==> src/rtl/seq_scan_controller.sv <==
// Scan controller: captures a word and target pattern, streams the word MSB-first
// through a PAT_W-bit detection window and reports match count and positions.
module seq_scan_controller #(
    parameter int WORD_W = 16,
    parameter int PAT_W  = 3,
    parameter int CNT_W  = 5
) (
    input  logic              clk,
    input  logic              reset,
    input  logic              start,
    input  logic [WORD_W-1:0] word,
    input  logic [PAT_W-1:0]  pattern,
    input  logic              overlap,
    output logic              busy,
    output logic              done,
    output logic [CNT_W-1:0]  match_count,
    output logic [WORD_W-1:0] match_pos,
    output logic              ser_x,
    output logic              ser_y
);

    localparam int FW = $clog2(PAT_W + 1);
    localparam logic [FW-1:0] FILL_FULL = FW'(PAT_W);

    typedef enum logic [1:0] {S_IDLE, S_LOAD, S_SHIFT, S_DONE} state_t;

    state_t            state, state_next;
    logic [WORD_W-1:0] cap_word, shreg, pos_oh;
    logic [PAT_W-1:0]  cap_pat, window, window_next;
    logic              cap_ovl;
    logic [FW-1:0]     fill, fill_next;
    logic              match;

    function automatic logic [FW-1:0] sat_fill(input logic [FW-1:0] f);
        return (f >= FILL_FULL) ? FILL_FULL : f + FW'(1);
    endfunction

    always_ff @(posedge clk) begin
        if (reset) state <= S_IDLE;
        else       state <= state_next;
    end

    always_comb begin
        state_next = state;
        busy       = (state != S_IDLE);
        done       = (state == S_DONE);
        case (state)
            S_IDLE:  if (start) state_next = S_LOAD;
            S_LOAD:  state_next = S_SHIFT;
            S_SHIFT: if (pos_oh[0]) state_next = S_DONE;
            S_DONE:  state_next = S_IDLE;
            default: state_next = S_IDLE;
        endcase
    end

    // Serial bit and the window/fill values that the current edge would commit
    always_comb begin
        ser_x       = (state == S_SHIFT) ? shreg[WORD_W-1] : 1'b0;
        window_next = {window[PAT_W-2:0], ser_x};
        fill_next   = sat_fill(fill);
        match       = (state == S_SHIFT) && (fill_next == FILL_FULL) &&
                      (window_next == cap_pat);
    end

    always_ff @(posedge clk) begin
        if (reset) begin
            window      <= '0;
            fill        <= '0;
            match_count <= '0;
            match_pos   <= '0;
            ser_y       <= 1'b0;
        end else begin
            case (state)
                S_LOAD: begin
                    window      <= '0;
                    fill        <= '0;
                    match_count <= '0;
                    match_pos   <= '0;
                    ser_y       <= 1'b0;
                end
                S_SHIFT: begin
                    window <= window_next;
                    fill   <= (match && !cap_ovl) ? '0 : fill_next;
                    ser_y  <= match;
                    if (match) begin
                        match_count <= match_count + CNT_W'(1);
                        match_pos   <= match_pos | pos_oh;
                    end
                end
                default: ser_y <= 1'b0;
            endcase
        end
    end

    // pos_oh tracks the word bit being shifted; its LSB marks the final SHIFT cycle
    always_ff @(posedge clk) begin
        case (state)
            S_IDLE: begin
                if (start) begin
                    cap_word <= word;
                    cap_pat  <= pattern;
                    cap_ovl  <= overlap;
                end
            end
            S_LOAD: begin
                shreg  <= cap_word;
                pos_oh <= {1'b1, {(WORD_W-1){1'b0}}};
            end
            S_SHIFT: begin
                shreg  <= shreg << 1;
                pos_oh <= pos_oh >> 1;
            end
            default: ;
        endcase
    end

endmodule

==> config.mk <==
export PLATFORM = sky130hd
export DESIGN_NAME = seq_scan_controller
export DESIGN_NICKNAME = d
export VERILOG_FILES = /design/src/rtl/seq_scan_controller.sv
export SDC_FILE = /design/constraint.sdc
export NUM_CORES = 1
export LEC_CHECK = 0
export BUFFER_PORTS_ARGS = -buffer_cell sky130_fd_sc_hd__buf_4
export CORE_MARGIN = 10
export CORE_UTILIZATION = 45
export DETAILED_ROUTE_END_ITERATION = 10
export PLACE_DENSITY = 0.78
export SYNTH_ARGS = -nofsm -noshare
export SYNTH_HDL_FRONTEND = slang
export SYNTH_SLANG_ARGS = --single-unit
export TNS_END_PERCENT = 5
==> constraint.sdc <==
create_clock -name clk -period 2.7 [get_ports clk]
set_input_delay 0.27 -clock clk [delete_from_list [all_inputs] [get_ports clk]]
set_output_delay 0.27 -clock clk [all_outputs]
set_load 0.05 [all_outputs]
==> out/qor.json, run 1 <==
{
  "run_status": "finished, final reports clean",
  "path_class": "register to output pin",
  "port-buffer-count": 47,
  "netlist_instances": 213,
  "clock_sinks": 80,
  "floorplan.core_area_sq_um": 6420,
  "synth.lib_cells_used.distinct": 30,
  "worst_r2r_endpoint": "match_count[4]",
  "worst_slew_margin_rel_pct": 55.5,
  "static-leakage-power_nw": 1.40,
  "cts_tree": "yes",
  "first_pass_grt_wire_length_um": 8620,
  "ys_seq_area_share_pct": 70.8,
  "fin_crit_sh_pct": 69.8,
  "worst-endpoint-required_ns": 2.43,
  "synth-edff-count": 52,
  "clkSlewWorstSetupHoldPaths_ns": 0.08,
  "post_dp_cell_area_sq_um": 3440,
  "hold_path_class": "primary input to register",
  "global_route.usage.met1_pct": 12.9,
  "core.rowCount": 29,
  "starting_density_of_the_core_pct": 46.7,
  "drt_pass1_iterations": 4,
  "route.vias.total": 1695,
  "timing.hold.worst_path_depth": 1,
  "groute.layer.met2.usage_pct": 16.1,
  "floorplan.io_pins": 48,
  "synthDominantAreaCellType": "edfxtp_1",
  "critical_path_arrival_ns": 1.61,
  "yosys.cell_count.top_type": "edfxtp_1",
  "wl_per_cell_um": 14.7,
  "fp.dieArea_sq_um": 10300,
  "clk-insertion-delay-late_ns": 0.34,
  "gr-total-overflow": 0,
  "finalSetupViolations": 0,
  "tightest_slew_ns": 0.667,
  "dieHeight_um": 102,
  "ir_drop_uv": 699,
  "timing.hold.worst.start": "word[8]",
  "timing.critical_path.slowest_stage_cell": "dfxtp_1",
  "grt_most_used_layer": "met2",
  "final_max_slew_viol_count": 0,
  "most_used_dff_post_synth": "edfxtp_1",
  "viasPerCell": 4.88,
  "synth-warning-count": 0,
  "antenna_cells": 0,
  "top_area_cells_in_the_synthesized_netlist": "edfxtp_1 (52%), dfxtp_1 (19%), mux2_2 (5.6%), a21oi_1 (4.0%), and2_1 (3.5%)",
  "ys_ff_latch": 80,
  "cts.root.buffer_cell": "clkbuf_8",
  "route.antenna.remaining_nets": 0,
  "asyncSetResetFlopFracSynth_pct": 0,
  "post-route-cell-area_sq_um": 3660,
  "synth_area_sq_um": 3000,
  "gp_congestion": 0.692,
  "cpMostUsedCell": "buf_4",
  "grt_use_total_pct": 10.9,
  "h_tree_levels": 3,
  "path_cells": "inv_1 -> ha_1 -> buf_4 -> and2_1 -> buf_4",
  "area_growth_pct": 22.0,
  "drt_iter0_drc": 68,
  "number_of_fillers_in_the_final_layout": 531,
  "synth.top_cell.area_share_pct": 52.1,
  "end_kind": "output pin",
  "maximum_achievable_frequency_ghz": 0.531,
  "post_cts.resized_instances": 0,
  "fin_tns_setup_ns": 0,
  "antenna_violations_before_repair": 0,
  "cts-hold-fix-buffers": 0,
  "chipWidth_um": 102,
  "finalNetCount": 294,
  "detailedPlacementHpwl_um": 3610,
  "cp_max_fo": 20,
  "reg2reg_slack_ns": 0.89,
  "drc": 0,
  "detail_route.wirelength_um": 5080,
  "syn_area_per_cell_sq_um": 14.1,
  "crit_path_max_incr_delay_ns": 0.38,
  "timing_hold_violations_final": 0,
  "post_route_cells_drive_above_1_share_pct": 31.9,
  "globalRouteMet3Util_pct": 5.65,
  "total_clock_buffers_created_by_cts": 9,
  "clock_skew_ns": 0.00899,
  "p_total_w": 0.00384,
  "maximum_count_of_clock_buffers_along_a_single_path": 2,
  "grt_max_degree": 29,
  "period_needed_ns": 1.88,
  "worstRegToRegCells": 6,
  "kind_of_start_point_of_the_critical_path": "register",
  "max_cap_viol_count": 0,
  "worstHoldEndpoint": "cap_word[8]",
  "power_density_nw_per_um2": 1050,
  "worst_r2r_startpoint": "state[0]",
  "synth_nets": 242,
  "post_cts_buffers": 0,
  "rsz0062_at_grt": "false",
  "synth.cells.most_frequent": "edfxtp_1 (52), dfxtp_1 (28), a21oi_1 (24), nor2_1 (21), and2_1 (17)",
  "grt_pass1_vias": 1795
}
==> cell families (layout without fill, tap and decap cells) <==
group / Yosys count / in the layout / share of synthesized area (%)
AOI/OAI and AO/OA: 30 / 30 / 5.30
buffers and inverters: 17 / 74 / 2.51
xor gates and xnor gates: 4 / 4 / 1.92
DFF: 80 / 80 / 70.8
muxes: 17 / 17 / 6.30
adders and majority gates: 6 / 6 / 2.51
and+or+nand+nor: 59 / 59 / 10.6
==> registers in the layout, summed over array words and instances (netlist names) <==
name         count
cap_word        16
match_pos       16
pos_oh          16
shreg           16
match_count      5
cap_pat          3
fill             2
state            2
window           2
cap_ovl          1
ser_y            1
==> cell usage in the layout (no fill, tap or decap), drive strengths merged, types with 4 or more instances in the layout <==
cell	instances
and2	17
edfxtp	52
buf	51
nor2	21
dfxtp	28
ha	6
xnor2	4
mux2	15
a21oi	24
clkbuf	12
inv	8
==> area by class of cell <==
class                           instances  area, sq um  share of cell area, %
Tap cell                               77         96.3                   2.64
Multi-Input combinational cell        116          800                   21.9
Clock inverter                          4         50.0                   1.37
Sequential cell                        80         2120                   58.0
Timing Repair Buffer                   51          395                   10.8
Inverter                                7         26.3                  0.719
Clock buffer                           12          166                   4.55
==> worst max path at each step <==
stage                         from        endpoint  slack, ns  cells past startpoint
final                     state[0]           ser_x       0.82                      5
after detailed placement  state[0]  match_count[4]       0.88                      6
after global routing      state[0]  match_count[4]       0.68                      6
after global placement    state[0]  match_count[4]       0.95                      6
after CTS                 state[0]           ser_x       0.78                      5
after floorplan           state[0]       window[0]       0.70                      5
==> power by group <==
part / total (W) / switching (W) / leakage, nW / internal (W)
registers: 0.00198 / 0.000145 / 0.725 / 0.00184
clock network: 0.000920 / 0.000411 / 0.112 / 0.000510
logic: 0.000936 / 0.000566 / 0.568 / 0.000370
total: 0.00384 / 0.00112 / 1.40 / 0.00272
==> per-layer routing <==
| metal | wire length, um | share of wire, % |
|---|---|---|
| met4 | 70 | 1.4 |
| met2 | 2310 | 46 |
| met3 | 406 | 8.0 |
| met1 | 2290 | 45 |
| met5 | 0 | 0 |
==> worst max-delay path, delay by kind of cell (launching register included) <==
family,cells,cell delay [ns]
buf+inv,3,0.50
fa+ha+maj,1,0.23
simple gates,1,0.17
flops,1,0.38
==> through the flow <==
| step | worst slack (ns) | hold slack, ns | utilization [%] | std cells |
|---|---|---|---|---|
| finish | 0.815 | 0.0964 | 56.9 | 347 |
| global route | 0.678 | 0.0672 | 56.9 | 347 |
| CTS | 0.785 | 0.0762 | 56.9 | 347 |
| detailed placement | 0.883 | 0.449 | 53.6 | 331 |
| global placement | 0.951 | 0.448 | 53.6 | 331 |
| floorplan | 0.696 | 0.369 | - | 213 |
(Power assumes the default switching activity.)
==> run 2: changes to the inputs <==
Settings changed: ABC_AREA set to 1, PLACE_DENSITY 0.78 to 0.8.
Clock period 2.7 ns to 1.56 ns, I/O delays scaled along.
==> out/qor.json, run 2 <==
{
  "run_status": {"value": "finished, final reports clean", "change": "unchanged"},
  "ys_ff_latch": {"value": 80, "change": "unchanged"},
  "rsz0062_at_grt": {"value": "true", "change": "was false"},
  "final_max_slew_viol_count": {"value": 0, "change": "unchanged"},
  "timing_hold_violations_final": {"value": 0, "change": "unchanged"},
  "finalNetCount": {"value": 419, "change": "was 294"},
  "drt_iter0_drc": {"value": 145, "change": "was 68"},
  "cp_max_fo": {"value": 17, "change": "was 20"},
  "layout.cells.most_common_list": {"value": "nand2_1 (91), buf_4 (54), edfxtp_1 (52), inv_1 (47), dfxtp_1 (26)", "change": "was edfxtp_1 (52), buf_4 (50), dfxtp_1 (28), a21oi_1 (24), nor2_1 (21)"},
  "syn_area_per_cell": {"value": 10.6, "unit": "sq um", "change": "was 14.1 sq um"},
  "proportion_of_synthesized_area_in_mux_cells": {"value": 0, "unit": "%", "change": "was 6.30%"},
  "worst_slew_margin_rel": {"value": 82.6, "unit": "%", "change": "was 55.5%"},
  "post_route_cells_drive_above_1_share": {"value": 31.4, "unit": "%", "change": "was 31.9%"},
  "p_total": {"value": 0.00788, "unit": "W", "change": "was 0.00384 W"},
  "fin_crit_sh_pct": 97.2,
  "grt_pass1_vias": {"value": 2306, "change": "was 1795"},
  "antenna_violations_before_repair": {"value": 0, "change": "unchanged"},
  "clkSlewWorstSetupHoldPaths": {"value": 0.08, "unit": "ns", "change": "about the same"},
  "core.rowCount": {"value": 30, "change": "was 29"},
  "h_tree_levels": {"value": 3, "change": "unchanged"},
  "netlist_instances": {"value": 309, "change": "was 213"},
  "max_cap_viol_count": {"value": 0, "change": "unchanged"},
  "synth_compound_gate_area_share": {"value": 7.56, "unit": "%", "change": "was 5.30%"},
  "clk-insertion-delay-late": {"value": 0.36, "unit": "ns", "change": "was 0.34 ns"},
  "total_clock_buffers_created_by_cts": {"value": 9, "change": "unchanged"},
  "dieHeight": {"value": 105, "unit": "um", "change": "was 102 um"},
  "grt_max_degree": {"value": 21, "change": "was 29"},
  "power_density": {"value": 1840, "unit": "nW/um^2", "change": "was 1050 nW/um^2"},
  "synth_fa_ha_area_share": {"value": 2.30, "unit": "%", "change": "was 2.51%"},
  "route.vias.total": {"value": 2269, "change": "was 1695"},
  "drt_pass1_iterations": {"value": 5, "change": "was 4"},
  "fin_tns_setup": {"value": 0, "unit": "ns", "change": "unchanged"},
  "detailedPlacementHpwl": {"value": 4150, "unit": "um", "change": "was 3610 um"},
  "synth.lib_cells_used.distinct": {"value": 26, "change": "was 30"},
  "fp.dieArea": {"value": 11100, "unit": "sq um", "change": "was 10300 sq um"},
  "static-leakage-power": {"value": 1.84, "unit": "nW", "change": "was 1.40 nW"},
  "critical_path_arrival": {"value": 1.36, "unit": "ns", "change": "was 1.61 ns"},
  "starting_density_of_the_core": {"value": 47.2, "unit": "%", "change": "was 46.7%"},
  "synthesized_area_fraction_occupied_by_and_or_nand_nor_cells": {"value": 17.2, "unit": "%", "change": "was 10.6%"},
  "ir_drop": {"value": 793, "unit": "uV", "change": "was 699 uV"},
  "first_pass_grt_wire_length": {"value": 10700, "unit": "um", "change": "was 8620 um"},
  "floorplan.core_area": {"value": 6910, "unit": "sq um", "change": "was 6420 sq um"},
  "cts_tree": {"value": "yes", "change": "unchanged"},
  "route.antenna.remaining_nets": {"value": 0, "change": "unchanged"},
  "period_needed_ns": 1.52,
  "tightest_slew": {"value": 0.261, "unit": "ns", "change": "was 0.667 ns"},
  "maximum_count_of_clock_buffers_along_a_single_path": {"value": 2, "change": "unchanged"},
  "floorplan.io_pins": {"value": 48, "change": "unchanged"},
  "top_area_cells_in_the_synthesized_netlist": {"value": "edfxtp_1 (48%), dfxtp_1 (17%), nand2_1 (11%), inv_1 (5.6%), a21oi_2 (5.1%)", "change": "was edfxtp_1 (52%), dfxtp_1 (19%), mux2_2 (5.6%), a21oi_1 (4.0%), and2_1 (3.5%)"},
  "worst-endpoint-required": {"value": 1.40, "unit": "ns", "change": "was 2.43 ns"},
  "wl_per_cell": {"value": 12.9, "unit": "um", "change": "was 14.7 um"},
  "clock_skew": {"value": 0.0139, "unit": "ns", "change": "was 0.00899 ns"},
  "drc": {"value": 0, "change": "unchanged"},
  "kind_of_start_point_of_the_critical_path": {"value": "register", "change": "unchanged"},
  "antenna_cells": {"value": 0, "change": "unchanged"},
  "grt_use_total": {"value": 12.0, "unit": "%", "change": "was 10.9%"},
  "end_kind": {"value": "output pin", "change": "unchanged"},
  "viasPerCell": {"value": 4.62, "change": "was 4.88"},
  "hold_path_class": {"value": "primary input to register", "change": "unchanged"},
  "synth_nets": {"value": 338, "change": "was 242"},
  "ys_seq_area_share": {"value": 65.1, "unit": "%", "change": "was 70.8%"},
  "synth-warning-count": {"value": 0, "change": "unchanged"},
  "clock_sinks": {"value": 80, "change": "unchanged"},
  "gp_congestion": {"value": 0.868, "change": "was 0.692"},
  "most_used_dff_post_synth": {"value": "edfxtp_1", "change": "unchanged"},
  "path_class": {"value": "register to output pin", "change": "unchanged"},
  "mostFrequentLayoutCell": {"value": "nand2_1", "change": "was edfxtp_1"},
  "area_growth": {"value": 31.4, "unit": "%", "change": "was 22.0%"},
  "synthDominantAreaCellType": {"value": "edfxtp_1", "change": "unchanged"},
  "detail_route.wirelength": {"value": 6330, "unit": "um", "change": "was 5080 um"},
  "cts.root.buffer_cell": {"value": "clkbuf_8", "change": "unchanged"},
  "synth_area": {"value": 3260, "unit": "sq um", "change": "was 3000 sq um"},
  "largest_family_of_logic_cells_by_synthesized_area": {"value": "simple AND/OR/NAND/NOR gates", "change": "unchanged"},
  "asyncSetResetFlopFracSynth": {"value": 0, "unit": "%", "change": "unchanged"},
  "gr-total-overflow": {"value": 0, "change": "unchanged"},
  "port-buffer-count": {"value": 47, "change": "unchanged"},
  "maximum_achievable_frequency_ghz": 0.659,
  "synthXorXnorAreaFrac": {"value": 0, "unit": "%", "change": "was 1.92%"},
  "synth-edff-count": {"value": 52, "change": "unchanged"},
  "chipWidth": {"value": 105, "unit": "um", "change": "was 102 um"},
  "yosys.cell_count.top_type": {"value": "nand2_1", "change": "was edfxtp_1"},
  "synth.top_cell.area_share": {"value": 47.9, "unit": "%", "change": "was 52.1%"},
  "synth.cells.most_frequent": {"value": "nand2_1 (93), edfxtp_1 (52), inv_1 (49), dfxtp_1 (28), a21oi_2 (19)", "change": "was edfxtp_1 (52), dfxtp_1 (28), a21oi_1 (24), nor2_1 (21), and2_1 (17)"},
  "finalSetupViolations": {"value": 0, "change": "unchanged"}
}
-- run 2: cell count changes after synthesis, sizes merged, moves of 14 or more --
cell	delta
and2	-17
nand2	+107
inv	+44
nor2	-14
mux2	-15
-- run 2: cell type report --
cell class / instances / area [sq um]
Multi-Input combinational cell: 168 / 921
Inverter: 51 / 191
Fill cell: 553 / 2620
Clock inverter: 6 / 47.5
Sequential cell: 80 / 2120
Tap cell: 96 / 120
Timing Repair Buffer: 80 / 729
Clock buffer: 10 / 149
-- run 2: metal layers --
layer  up-vias  share of wire (%)  GRT usage, %
met5         -                  0             0
met1      1060                 42          13.0
li1       1136                  -             -
met2        62                 51          20.4
met3        11                5.1          4.55
met4         0                1.7          5.10
-- run 2: where the power goes --
part	total [W]	internal [W]	switching, W
registers	0.00358	0.00324	0.000344
clock network	0.00148	0.000692	0.000791
logic	0.00281	0.00105	0.00177
total	0.00788	0.00498	0.00290
-- run 2: timing repair --
action                                  4_1_cts  5_1_grt
cloned                                        1        0
pin swaps                                     0        0
gates resized for setup                       9        5
setup buffers                                 1        0
hold buffers                                 20        0
endpoints found under the hold margin        20        0
endpoints found under the setup margin       10       19
-- run 2: final timing paths --
check,start,slack [ns],end,cells past startpoint
setup reg to reg,state[0],0.10,fill[0],7
hold reg to reg,match_pos[13],0.46,match_pos[13],2
hold / removal,reset,0.04,match_count[4],2
setup / recovery,state[0],0.04,ser_x,6
-- run 2: worst max-delay path: stages (launching register included) --
cell     delay (ns)
dfxtp_2        0.35
inv_2          0.08
ha_4           0.17
buf_12         0.15
nand2_2        0.06
inv_2          0.05
buf_6          0.14
-- run 2: cell families after synthesis --
logic type               count (synthesis)
buffers and inverters                   61
AND/OR/NAND/NOR                        128
adder cells (fa/ha/maj)                  6
flip-flops                              80
AO/OA/AOI/OAI                           34
-- run 2: stage by stage --
step / instance area [sq um] / util [%] / hold WS (ns) / setup WS (ns) / instances
5_1_grt: 4280 / 62.0 / 0.0226 / -0.0221 / 491
2_1_floorplan: 3270 / - / 0.255 / -0.00708 / 309
6_report: 4280 / 62.0 / 0.0413 / 0.0433 / 491
3_3_place_gp: 3800 / 55.0 / 0.335 / 0.0789 / 453
3_5_place_dp: 3800 / 55.0 / 0.335 / -0.000209 / 453
4_1_cts: 4270 / 61.8 / 0.0279 / 0.0110 / 491
